--- config.mk ---
export PLATFORM = sky130hd
export DESIGN_NAME = uart_rx
export DESIGN_NICKNAME = d
export VERILOG_FILES = /design/src/rtl/uart_rx_pkg.sv /design/src/rtl/uart_rx_sampler.sv /design/src/rtl/uart_rx.sv
export SDC_FILE = /design/constraint.sdc
export NUM_CORES = 1
export LEC_CHECK = 0
export ABC_AREA = 1
export BUFFER_PORTS_ARGS = -buffer_cell sky130_fd_sc_hd__buf_2
export CORE_AREA = 2 2 80 82
export CTS_CLUSTER_DIAMETER = 200
export CTS_CLUSTER_SIZE = 30
export DETAILED_ROUTE_END_ITERATION = 6
export DIE_AREA = 0 0 82 84
export PLACE_DENSITY = 0.67
export SYNTH_ARGS = -nofsm -noshare
export SYNTH_HDL_FRONTEND = slang
export SYNTH_SLANG_ARGS = --single-unit
--- constraint.sdc ---
create_clock -name CLK -period 4.9 [get_ports CLK]
set_input_delay 0.98 -clock CLK [delete_from_list [all_inputs] [get_ports CLK]]
set_output_delay 0.98 -clock CLK [all_outputs]
set_load 0.02 [all_outputs]
--- src/rtl/uart_rx_pkg.sv ---
// uart_rx_pkg: shared FSM state type and UART receiver constants
package uart_rx_pkg;
  typedef enum logic [2:0] {IDLE, START, DATA, PARITY, STOP} state_e;
  localparam logic [5:0] PRESCALE_8 = 6'd8;
  localparam logic [5:0] PRESCALE_16 = 6'd16;
  localparam logic [5:0] PRESCALE_32 = 6'd32;
  localparam int DEFAULT_DATA_WIDTH = 8;
endpackage

--- src/rtl/uart_rx_sampler.sv ---
// uart_rx_sampler: per-bit edge counter and 3-point majority vote around bit centre
module uart_rx_sampler (
  input  logic       CLK,
  input  logic       RST,
  input  logic       en_i,
  input  logic       rx_i,
  input  logic [5:0] prescale_i,
  output logic       wrap_o,
  output logic       done_o,
  output logic       bit_o
);
  logic [5:0] cnt_q, cnt_d, half;
  logic [2:0] smp_q;
  assign half = {1'b0, prescale_i[5:1]};
  assign wrap_o = cnt_q >= prescale_i - 6'd1;
  assign done_o = cnt_q == half + 6'd2;
  assign bit_o = (smp_q[0] & smp_q[1]) | (smp_q[0] & smp_q[2]) | (smp_q[1] & smp_q[2]);
  // Counter clears when idle/aborting and wraps at the bit boundary; >= keeps it bounded if Prescale shrinks mid-frame
  always_comb cnt_d = !en_i ? '0 : wrap_o ? '0 : cnt_q + 6'd1;
  // Capture the line at the three centre edges of the current bit
  always_ff @(posedge CLK) begin
    if (RST) begin
      cnt_q <= '0;
      smp_q <= '0;
    end else begin
      cnt_q <= cnt_d;
      if (cnt_q == half - 6'd1) smp_q[0] <= rx_i;
      if (cnt_q == half) smp_q[1] <= rx_i;
      if (cnt_q == half + 6'd1) smp_q[2] <= rx_i;
    end
  end
endmodule

--- src/rtl/uart_rx.sv ---
// uart_rx: oversampled UART receiver with optional parity and stop-bit checking
module uart_rx
  import uart_rx_pkg::*;
#(
  parameter int DATA_WIDTH = DEFAULT_DATA_WIDTH
) (
  input  logic                  CLK,
  input  logic                  RST,
  input  logic                  RX_IN,
  input  logic [5:0]            Prescale,
  input  logic                  PAR_EN,
  input  logic                  PAR_TYP,
  output logic [DATA_WIDTH-1:0] P_DATA,
  output logic                  data_valid,
  output logic                  par_err,
  output logic                  stp_err
);
  localparam int CW = $clog2(DATA_WIDTH + 1);
  state_e state_q;
  logic [CW-1:0] bit_cnt_q;
  logic [DATA_WIDTH-1:0] shift_q;
  logic par_bad_q, wrap, done, smp, abort, en;
  assign abort = done && (state_q == STOP || (state_q == START && smp));
  assign en = (state_q == IDLE) ? !RX_IN : !abort;
  uart_rx_sampler u_sampler (
    .CLK       (CLK),
    .RST       (RST),
    .en_i      (en),
    .rx_i      (RX_IN),
    .prescale_i(Prescale),
    .wrap_o    (wrap),
    .done_o    (done),
    .bit_o     (smp)
  );
  // Frame FSM: shifts data, checks parity and stop bit, emits one-cycle result pulses
  always_ff @(posedge CLK) begin
    if (RST) begin
      state_q <= IDLE;
      bit_cnt_q <= '0;
      shift_q <= '0;
      par_bad_q <= 1'b0;
      P_DATA <= '0;
      data_valid <= 1'b0;
      par_err <= 1'b0;
      stp_err <= 1'b0;
    end else begin
      data_valid <= 1'b0;
      par_err <= 1'b0;
      stp_err <= 1'b0;
      case (state_q)
        IDLE: if (!RX_IN) begin
          state_q <= START;
          par_bad_q <= 1'b0;
        end
        START: if (done && smp) state_q <= IDLE;
        else if (wrap) begin
          state_q <= DATA;
          bit_cnt_q <= '0;
        end
        DATA: begin
          if (done) shift_q <= {smp, shift_q[DATA_WIDTH-1:1]};
          if (wrap) begin
            bit_cnt_q <= bit_cnt_q + 1'b1;
            if (bit_cnt_q == CW'(DATA_WIDTH - 1)) state_q <= PAR_EN ? PARITY : STOP;
          end
        end
        PARITY: begin
          if (done && (smp != (^shift_q ^ PAR_TYP))) begin
            par_bad_q <= 1'b1;
            par_err <= 1'b1;
          end
          if (wrap) state_q <= STOP;
        end
        STOP: if (done) begin
          state_q <= IDLE;
          if (!smp) stp_err <= 1'b1;
          else if (!par_bad_q) begin
            P_DATA <= shift_q;
            data_valid <= 1'b1;
          end
        end
        default: state_q <= IDLE;
      endcase
    end
  end
endmodule

* Yosys cells after proc, flatten, opt, wreduce, memory -nomap -nowiden
Cells that the tools add are included.
Storage, ports and cells: RAM bits 0, latch bits 0, flip-flop bits (word level) 36, input port bits 11, memory bits (read-only) 0, memories kept 0
Operators by class: equality and inequality tests 19, shift-type cells 0, $add $sub $neg 6, $lt $le $gt $ge 1, divide/modulo/power cells 0, mux-type cells 20, multipliers 0, bitwise gates (word level) 12, reductions and logical operators 20
Operators by type and width (count):
- $mux W3 | 8
- $eq A6 B6 Y1 | 3
- $pmux W3 S5 | 1
- $mux W4 | 3
- $ne A2 B2 Y1 const B | 5
- $pmux W4 S2 | 1
- $reduce_and A4 Y1 | 2
- $reduce_xor A8 Y1 | 1
- $add A5 B1 Y6 const B | 1
- $add A5 B2 Y6 const B | 1
- $add A6 B1 Y6 const B | 1
- $eq A3 B2 Y1 const B | 2
- $eq A6 B5 Y1 | 1
- $ge A6 B6 Y1 | 1
- $mux W1 | 6
- $ne A2 B1 Y1 const B | 3
- $not A1 Y1 | 6
- $reduce_and A6 Y1 | 1
- $reduce_or A3 Y1 | 2
- $sub A5 B1 Y6 const B | 1
- $sub A6 B1 Y6 const B | 1
- $add A4 B1 Y4 const B | 1
- $eq A4 B3 Y1 const B | 1
- $logic_and A1 B1 Y1 | 4
- 16 further kinds | 21

* Longest topological paths before layout
Gate-level depths: netlist (run 1).
depth after elaboration 10, depth in mapped cells 15, depth with buffers taken out 15

* Modules after synthesis
Synthesis (run 1) repeated with hierarchy kept, for this count alone.
Unflattened totals: cells, all modules 354, area, all modules 2404.8 um^2
Modules (own cells, without submodules):
- uart_rx | cells each 180, area an instance 1340.0 um^2, instances 1
- uart_rx_sampler | cells each 174, area an instance 1064.8 um^2, instances 1

* Worst setup path after synthesis (run 1)
OpenSTA, ideal clock, no wires.
path kind input to register, start point in Prescale[1], end point reg state_q[0], stages on the path 13, library setup time 0.115 ns, buffers on the path 0, data arrival time 2.767 ns, data required time 4.785 ns, path slack 2.018 ns, cell sequence inv_1 -> ha_1 -> nand3_1 -> a21oi_1 -> xor2_1 -> ha_1 -> a21oi_1 -> o21a_1 -> nand3_1 -> inv_1 -> nand2_1 -> a21oi_1 -> nor2_1
Between the ends: cells in the longest elaborated chain, start to end 5, elaborated cells on any way between the ends 12, classes of those cells 2 x add/sub; 1 x order compare; 5 x eq/ne; 2 x mux; 2 x reduce/logical
Ends and longest elaborated chain:
- from (decl) | line uart_rx.sv:10 | input logic [5:0] Prescale,
- branches (longest 5 deep; another with $sub A6 B1 Y6)
- to (signal assigned) | line uart_rx.sv:64 | if (bit_cnt_q == CW'(DATA_WIDTH - 1)) state_q <= PAR_EN ? PARITY : STOP;
- to (decl) | line uart_rx.sv:19 | state_e state_q;
Several ways; the timed one is not identified. A chain may end at the register's enable or synchronous reset.

* Worst setup path in the final report (run 1)
start point in Prescale[1], end point reg u_sampler.cnt_q[0]
Between the ends: cells in the longest elaborated chain, start to end 7, elaborated cells on any way between the ends 9, classes of those cells 2 x add/sub; 1 x order compare; 1 x eq/ne; 1 x mux; 1 x bitwise; 3 x reduce/logical
Ends and longest elaborated chain:
- branches (longest 6 deep; another with $sub A6 B1 Y6)
- $reduce_or A3 Y1 (no line) *
- to (signal assigned) | line uart_rx_sampler.sv:26 | cnt_q <= cnt_d;
- to (decl) | line uart_rx_sampler.sv:12 | logic [5:0] cnt_q, cnt_d, half;
Mark *: on every way between the ends.

==> results of run 1 <==
## layout make-up
type	instances	area (µm²)
clock buffer	5	68.8
tap	77	96.3
timing repair buffer	21	105
multi-input combinational	243	1370
fill	649	3490
clock inverter	3	42.5
inverter	53	204
sequential	36	721
## cells by family after synthesis
kind of cell | Yosys count | synth area share (%)
flip-flops | 36 | 31.0
buffers and inverters | 58 | 10.0
adder cells (fa/ha/maj) | 14 | 7.54
AO/OA/AOI/OAI | 47 | 13.8
AND/OR/NAND/NOR | 164 | 30.8
XOR/XNOR | 18 | 6.79
## per-stage QoR
step,hold slack (ns),util [%]
finish,0.453,42.8
CTS,0.449,42.8
detailed placement,0.438,40.9
global placement,0.434,40.9
floorplan,0.426,-
global route,0.481,42.8
## critical path: stages
cell and delay, ns:
buf_2 0.13, inv_1 0.16, ha_1 0.24, nand3_1 0.13, a21oi_1 0.16, xor2_1 0.18, ha_1 0.26, a21oi_1 0.15
o21a_1 0.13, nand3_1 0.17, inv_1 0.16, o2111ai_1 0.25, nor2_1 0.16
## flip-flops by register name (all words and copies together) (netlist names)
| name | flops |
|---|---|
| P_DATA | 8 |
| bit_cnt_q | 4 |
| data_valid | 1 |
| par_bad_q | 1 |
| par_err | 1 |
| shift_q | 8 |
| state_q | 3 |
| stp_err | 1 |
| u_sampler.cnt_q | 6 |
| u_sampler.smp_q | 3 |
## worst paths after layout
path,start,to,depth (start not counted)
worst max-delay path,Prescale[1],u_sampler.cnt_q[0],13
worst min-delay path,par_bad_q,par_bad_q,2
worst max register to register,u_sampler.cnt_q[3],u_sampler.cnt_q[0],7
worst min register to register,par_bad_q,par_bad_q,2
## synthesized netlist by cell type
library cell  number  area (µm²)
xnor2_1            6        52.6
nor2_2             2        12.5
inv_6              1        8.76
inv_2              3        11.3
a21oi_1           24         120
nor2_4             1        11.3
o21a_1             1        7.51
o2111ai_1          2        17.5
dfxtp_1           36         721
o22ai_1            1        6.26
a31oi_1            1        6.26
o211ai_1           1        7.51
nand3_4            1        17.5
nor3_1             2        10.0
a21boi_0           2        15.0
buf_2              1        5.00
nand4_1            4        25.0
clkbuf_2           1        5.00
xor2_1            12         105
a211oi_1           1        7.51
nor4_1             2        12.5
nand2_1           84         315
ha_1              14         175
inv_1             49         184
a211oi_2           8         100
nand2_4            1        11.3
nand3_1           31         155
o21bai_1           1        7.51
nand3b_1           1        7.51
nand2_2            1        6.26
nor2_1            33         124
buf_6              1        11.3
nor3b_1            1        7.51
clkbuf_1           2        7.51
o21ai_0            5        25.0
## power by group through the flow
| stage | registers, mW | logic, mW | clock network, mW |
|---|---|---|---|
| floorplan | 0.335 | 0.208 | 0 |
| global placement | 0.344 | 0.253 | 0 |
| detailed placement | 0.344 | 0.255 | 0 |
| CTS | 0.337 | 0.257 | 0.265 |
| global route | 0.340 | 0.294 | 0.277 |
| finish | 0.337 | 0.257 | 0.258 |
## per-layer routing
| metal | routed length, µm | global-route usage (%) |
|---|---|---|
| met1 | 2320 | 19.8 |
| met2 | 2170 | 25.3 |
| met3 | 287 | 3.35 |
| met5 | 0 | 0 |
| met4 | 60 | 4.09 |
==> run metrics, run 1 <==
RePlAce Congestion 0.946; crit end category register; Final Power 0.852 mW; clock root cell clkbuf_8; Die Y 84 µm; hold crit path type reg2reg; Die W 82 µm; CTS Buffer Depth 2; Crit Path Max Fanout 6; Leak 1.25 nW; placed cell count 430; minimum clock period 3.03 ns; io pins 22; RSZ-0062 raised after global routing no; Arrival @ worst endpoint 3.25 ns; Hold Buf Count CTS 0; Finished Cell Area 2610 µm²; flops & latches, synth 36; Startpoint Class primary input; DRC Markers 0; pwr dens 327 nW/µm²; Max Fclk 330 MHz; clk_lat worst skew 0.29 ns; GRT Util Overall 15.3%; post-CTS setup buffer count 0; Peak VDD IR 0.123 mV; first-pass GRT wire length 8390 µm; DRT antenna net count 0; row cnt 29; via count of the first global-routing pass 1943; Worst Skew 0.0111 ns; minimum setup slack among reg-to-reg paths 3.04 ns; Total Wirelength 4840 µm; initial core utilization 38.1%; remaining global-route overflow 0; H-tree Lvls 2; Netlist Area Pre-Place 2320 µm²; die area 6890 µm²; pin count of the biggest net entering global routing 24; Combinational Power Share 30.2%; status finished, final reports clean; Port Buffers 21; Vias per Instance 4.83; sw frac 35.7%; Area after DPL 2490 µm²; Flop pwr share 39.6%; Setup Crit Path Kind in2reg; Ys Warns 0; Nets 385; CTS tree done; cell internal pwr 0.548 mW; Core Box Area 6100 µm²; setup ws final 1.87 ns; P_sw 0.304 mW; Setup WS pre-CTS 1.56 ns; Slew Limit Fails 0; Slew headroom 64.5%; Fin. Hold Viols 0; number of diodes 0; CP required 5.11 ns; First-pass DRT Iterations 6; count of cell types in the netlist 35; post-detail-place hpwl 3790 µm; Worst-Margin Slew 0.532 ns; first-iteration detailed-routing DRC count 171; period utilization 61.9%; TritonCTS buffer count 5; maxcap violations 0; TritonCTS Sinks 36; most frequent cells in the layout nand2_1, inv_1, dfxtp_1; drt wl/cell 11.0 µm; commonest non-fill, non-tap cell in the layout nand2_1; Mean Syn Cell Area 6.89 µm²; Final setup violation count 0; area delta synth->final 12.2%; setup TNS 0 ns; Post-Syn Nets 362; clock share of power 30.2%; sequential area share after synthesis 31.0%; Final Non-Filler Cells 438; Post-CTS Resized 0; Synth Instances 337; share of cells above drive strength 1 13.0%; clock transition at the registers of the reported paths 0.07 ns; antenna violations before repair 0; total number of vias 2115
(Power assumes the default switching activity.)
==> run 2: changes to the inputs <==
==> constraint.sdc (replaced) <==
create_clock -name CLK -period 3.05 [get_ports CLK]
set_input_delay 0.61 -clock CLK [delete_from_list [all_inputs] [get_ports CLK]]
set_output_delay 0.61 -clock CLK [all_outputs]
set_load 0.02 [all_outputs]
==> run 2 against run 1 <==
- first-iteration DRC count decreased by 35%
- hold slack better by 0.00096 ns
- register-to-register slack got worse by 1.8 ns
- largest power group unchanged
- global-route usage decreased by 0.38 points
- die area did not move
==> run metrics, run 2 (same netlist as run 1, synthesis figures left out) <==
slowest cell delay on critical path 0.26 ns; RePlAce Congestion 0.932; Fin. Hold Viols 0; TritonCTS buffer count 5; Startpoint Class primary input; minimum clock period 2.51 ns; share of cells above drive strength 1 13.5%; total number of vias 2118; post-CTS setup buffer count 0; Worst Skew 0.00806 ns; GRT Util Overall 14.9%; Post-CTS Resized 0; Slew headroom 67.0%; die area 6890 µm²; CTS Buffer Depth 2; status finished, final reports clean; commonest non-fill, non-tap cell in the layout nand2_1; Max Fclk 398 MHz; Arrival @ worst endpoint 2.73 ns; most frequent cells in the layout nand2_1, inv_1, dfxtp_1; First-pass DRT Iterations 4; via count of the first global-routing pass 1833; DRT antenna net count 0; Final setup violation count 0; crit end category register; multi-input logic area 1370 µm²; Crit-path slowest cell ha_1; TritonCTS Sinks 36; first-iteration detailed-routing DRC count 111; pwr dens 505 nW/µm²; FF-to-FF End P_DATA[4]; end of the worst hold path par_bad_q; post-detail-place hpwl 3750 µm; io pins 22; CP Cell Sequence buf_2 -> inv_1 -> ha_1 -> nand3_1 -> a21oi_1 -> xor2_1 -> ha_1 -> a21oi_1 -> o21a_1 -> nand3_1 -> inv_1 -> o2111ai_1 -> nor2_1; initial core utilization 38.1%; Area after DPL 2510 µm²; clk_lat worst skew 0.29 ns; H-tree Lvls 2; DRC Markers 0; Finished Cell Area 2600 µm²; Port Buffers 21; hold crit path type reg2reg; Core Box Area 6100 µm²; Nets 387; Vias per Instance 4.81; Die Y 84 µm; first-pass GRT wire length 8140 µm; antenna violations before repair 0; Crit Path Max Fanout 6; row cnt 29; Worst-Margin Slew 0.495 ns; area delta synth->final 12.1%; clock root cell clkbuf_8; launching point of the worst reg2reg path u_sampler.cnt_q[4]; pin count of the biggest net entering global routing 23; Setup Crit Path Kind in2reg; setup TNS 0 ns; Leak 1.25 nW; period utilization 82.4%; Top Registers P_DATA: 8 flops, shift_q: 8 flops, u_sampler.cnt_q: 6 flops; # fillers 623; minimum setup slack among reg-to-reg paths 1.28 ns; drt wl/cell 10.9 µm; Hold Crit Depth 2; Hold Crit Start par_bad_q; Die W 82 µm; RSZ-0062 raised after global routing no; remaining global-route overflow 0; Total Wirelength 4790 µm; Peak VDD IR 0.205 mV; CTS tree done; Slew Limit Fails 0; number of diodes 0; maxcap violations 0; CP required 3.27 ns; Reg2Reg Depth 11; Final Core Density 42.7%; sequential standard cell area 721 µm²; Hold Buf Count CTS 0; clock transition at the registers of the reported paths 0.07 ns
run 2: cell types whose count changed in the layout (fill, tap and decap cells not counted):
cell        before  now
buf_4            0    2
clkinv_2         1    2
clkinvlp_4       1    0
clkbuf_8         5    6
bufinv_16        1    0
run 2: cell type report:
class                           count  area share (%)
Multi-Input combinational cell    243            52.6
Sequential cell                    36            27.7
Inverter                           53            7.84
Timing Repair Buffer               23            4.62
Tap cell                           77            3.70
Clock buffer                        6            3.17
Clock inverter                      2           0.385
run 2: through the flow:
| stage | hold slack (ns) | power, mW | cells | setup slack [ns] |
|---|---|---|---|---|
| 2_1_floorplan | 0.426 | 0.873 | 337 | 0.538 |
| 4_1_cts | 0.453 | 1.33 | 440 | 0.526 |
| 5_1_grt | 0.476 | 1.42 | 440 | 0.218 |
| 3_5_place_dp | 0.442 | 0.966 | 432 | 0.222 |
| 6_report | 0.454 | 1.31 | 440 | 0.538 |
| 3_3_place_gp | 0.436 | 0.963 | 432 | 0.312 |
run 2: worst max-delay path, delay by kind of cell:
family,cells,cell delay (ns)
AOI/OAI and AO/OA,4,0.71
adders and majority gates,2,0.49
buffers and inverters,3,0.38
and+or+nand+nor,3,0.38
xor gates and xnor gates,1,0.17
run 2: worst max path at each step:
stage,slack [ns],cells after the start,start,endpoint
2_1_floorplan,0.54,13,Prescale[1],state_q[0]
3_3_place_gp,0.31,13,Prescale[1],u_sampler.cnt_q[0]
3_5_place_dp,0.22,13,Prescale[1],u_sampler.cnt_q[0]
4_1_cts,0.53,13,Prescale[1],u_sampler.cnt_q[0]
5_1_grt,0.22,13,Prescale[1],u_sampler.cnt_q[1]
6_report,0.54,13,Prescale[1],u_sampler.cnt_q[3]
run 2: power breakdown:
part / leakage, nW / internal, mW / switching (mW)
logic: 0.910 / 0.137 / 0.280
registers: 0.291 / 0.504 / 0.0381
clock network: 0.0510 / 0.180 / 0.174
run 2: per-layer routing:
metal	share of wire (%)	up-vias	track usage, %
li1	-	1137	-
met1	51	940	20.9
met2	44	35	22.6
met3	3.8	6	3.25
met4	1.3	0	4.55
met5	0	-	0
==> run 3: changes to the inputs <==
--- a/config.mk
+++ b/config.mk
@@ -12,7 +12,7 @@
 export CTS_CLUSTER_SIZE = 30
 export DETAILED_ROUTE_END_ITERATION = 6
 export DIE_AREA = 0 0 82 84
-export PLACE_DENSITY = 0.67
+export PLACE_DENSITY = 0.69
 export SYNTH_ARGS = -nofsm -noshare
 export SYNTH_HDL_FRONTEND = slang
 export SYNTH_SLANG_ARGS = --single-unit
==> constraint.sdc (replaced) <==
create_clock -name CLK -period 2.1 [get_ports CLK]
set_input_delay 0.42 -clock CLK [delete_from_list [all_inputs] [get_ports CLK]]
set_output_delay 0.42 -clock CLK [all_outputs]
set_load 0.02 [all_outputs]
==> run 3 against run 2 <==
- cell count rose by 4.5%
- sequential cell count did not move
- sequential share of layout area fell by 2.6 points
- core utilization rose by 4.5 points
- wire length rose by 7.7%
- first-iteration DRC count rose by 54%
- global-route usage rose by 0.49 points
- critical path depth fell by 1
- clock skew fell by 0.0042 ns
- critical endpoint is now u_sampler.cnt_q[2]
- largest cell class unchanged
==> run metrics, run 3 (same netlist as run 1, synthesis figures left out) <==
Vias per Instance 4.85; GR Util met2 22.8%; minimum clock period 2.04 ns; number of diodes 0; first-iteration detailed-routing DRC count 171; crit end category register; CP Cell Sequence buf_8 -> clkinvlp_4 -> ha_4 -> a21boi_2 -> xor2_1 -> ha_1 -> a21oi_1 -> o21a_1 -> nand3_4 -> inv_4 -> o2111ai_4 -> nor2_1; # fillers 602; clock share of power 24.1%; antenna violations before repair 0; Core Box Area 6100 µm²; TritonCTS Sinks 36; TritonCTS buffer count 5; Crit Path Max Fanout 6; DRC Markers 0; remaining global-route overflow 0; Port Buffers 21; DRT antenna net count 0; Arrival @ worst endpoint 2.27 ns; row cnt 29; P_sw 0.807 mW; H-tree Lvls 2; Crit-path slowest cell ha_1; via count of the first global-routing pass 1906; Setup Crit Path Kind in2reg; Flop pwr share 38.3%; Final setup violation count 0; period utilization 97.2%; Hold Crit Start RX_IN; RePlAce Congestion 0.860; Top Registers P_DATA: 8 flops, shift_q: 8 flops, u_sampler.cnt_q: 6 flops; Max Fclk 490 MHz; Nets 407; Combinational Power Share 37.6%; pin count of the biggest net entering global routing 23; initial core utilization 38.1%; Crit. Startpoint Prescale[1]; drt wl/cell 11.2 µm; First-pass DRT Iterations 4; Fin. Hold Viols 0; post-detail-place hpwl 3860 µm; GR peak layer met2; clock root cell clkbuf_8; multi-input logic area 1480 µm²; sequential standard cell area 721 µm²; setup TNS 0 ns; Worst-Margin Slew 0.395 ns; slowest cell delay on critical path 0.30 ns; maxcap violations 0; clock transition at the registers of the reported paths 0.08 ns; hold crit path type in2reg; Startpoint Class primary input; clk_lat worst skew 0.29 ns; met1 Resource Use GR 21.0%; Total Wirelength 5160 µm; Peak VDD IR 0.383 mV; Worst Skew 0.00385 ns; Die W 82 µm; total number of vias 2233; CTS Buffer Depth 2; CTS tree done; CP delay by family, top compound AO/OA/AOI/OAI gates; area delta synth->final 23.8%; sw frac 39.3%; share of cells above drive strength 1 22.2%; Critical path buffers and inverters 3; Final Core Density 47.1%; Slew headroom 73.6%; cell internal pwr 1.25 mW; io pins 22; pwr dens 715 nW/µm²; first-pass GRT wire length 8330 µm; launching point of the worst reg2reg path u_sampler.cnt_q[4]; Leak 1.36 nW; Slew Limit Fails 0; commonest non-fill, non-tap cell in the layout nand2_1; most frequent cells in the layout nand2_1, inv_1, dfxtp_1; met3 GRT Util 4.33%; Hold Buf Count CTS 0; CP required 2.33 ns; die area 6890 µm²; Die Y 84 µm; GRT Util Overall 15.4%; status finished, final reports clean; RSZ-0062 raised after global routing yes
[run 3: changes by cell type in the layout (fill, tap and decap cells not counted), moves of 2 or more]
cell,before,now
inv_4,0,2
buf_4,2,22
nand3_4,1,3
nand3_2,0,2
nand3_1,31,27
ha_4,0,2
a21oi_1,24,21
inv_1,49,45
ha_1,14,12
a21oi_2,0,2
[run 3: what timing repair did]
action | CTS | global route
resized for setup | 0 | 12
setup buffers | 0 | 4
endpoints found under the setup margin | 0 | 13
[run 3: metrics by stage]
step	total power [mW]	area, µm²	worst slack, ns	instances	hold slack, ns
global placement	1.51	2710	-0.244	448	0.435
CTS	2.02	2790	0.0118	456	0.418
floorplan	1.34	2400	-0.0165	337	0.426
finish	2.05	2870	0.0594	460	0.422
global route	2.20	2870	-0.0718	460	0.420
detailed placement	1.52	2710	-0.299	448	0.437
[run 3: power by group through the flow]
stage	logic [mW]	clock network, mW	registers [mW]
3_3_place_gp	0.707	0	0.801
5_1_grt	0.864	0.545	0.791
6_report	0.773	0.495	0.786
3_5_place_dp	0.721	0	0.801
2_1_floorplan	0.549	0	0.786
4_1_cts	0.725	0.512	0.785
[run 3: final timing paths]
check / endpoint / slack [ns] / cells past startpoint
max reg2reg: state_q[1] / 0.33 / 13
min reg2reg: par_bad_q / 0.45 / 2
min: u_sampler.smp_q[0] / 0.42 / 3
max: u_sampler.cnt_q[2] / 0.06 / 12
[run 3: area by class of cell]
| cell class | instances | area share, % |
|---|---|---|
| multi-input cells | 243 | 51.4 |
| flip-flops and latches | 36 | 25.1 |
| repair buffers | 43 | 9.75 |
| inverters | 53 | 7.40 |
| well taps | 77 | 3.35 |
| clock buffers | 5 | 2.39 |
| clock inverters | 3 | 0.653 |
[run 3: worst reg2reg max path: stages (launching register included)]
cell and delay [ns]:
dfxtp_1 0.42, inv_1 0.08, nand2_1 0.08, nand2_1 0.09
nand2_1 0.07, nand2_1 0.08, nor2_4 0.15, nand2_4 0.09
nand2_1 0.09, nand2_1 0.07, nor2_2 0.20, buf_4 0.17
a21oi_2 0.05, nor2_1 0.08
[run 3: metal layers]
| layer | routed length, µm | vias up |
|---|---|---|
| met4 | 77 | 0 |
| met1 | 2550 | 997 |
| met3 | 235 | 5 |
| met5 | 0 | - |
| li1 | - | 1182 |
| met2 | 2300 | 49 |
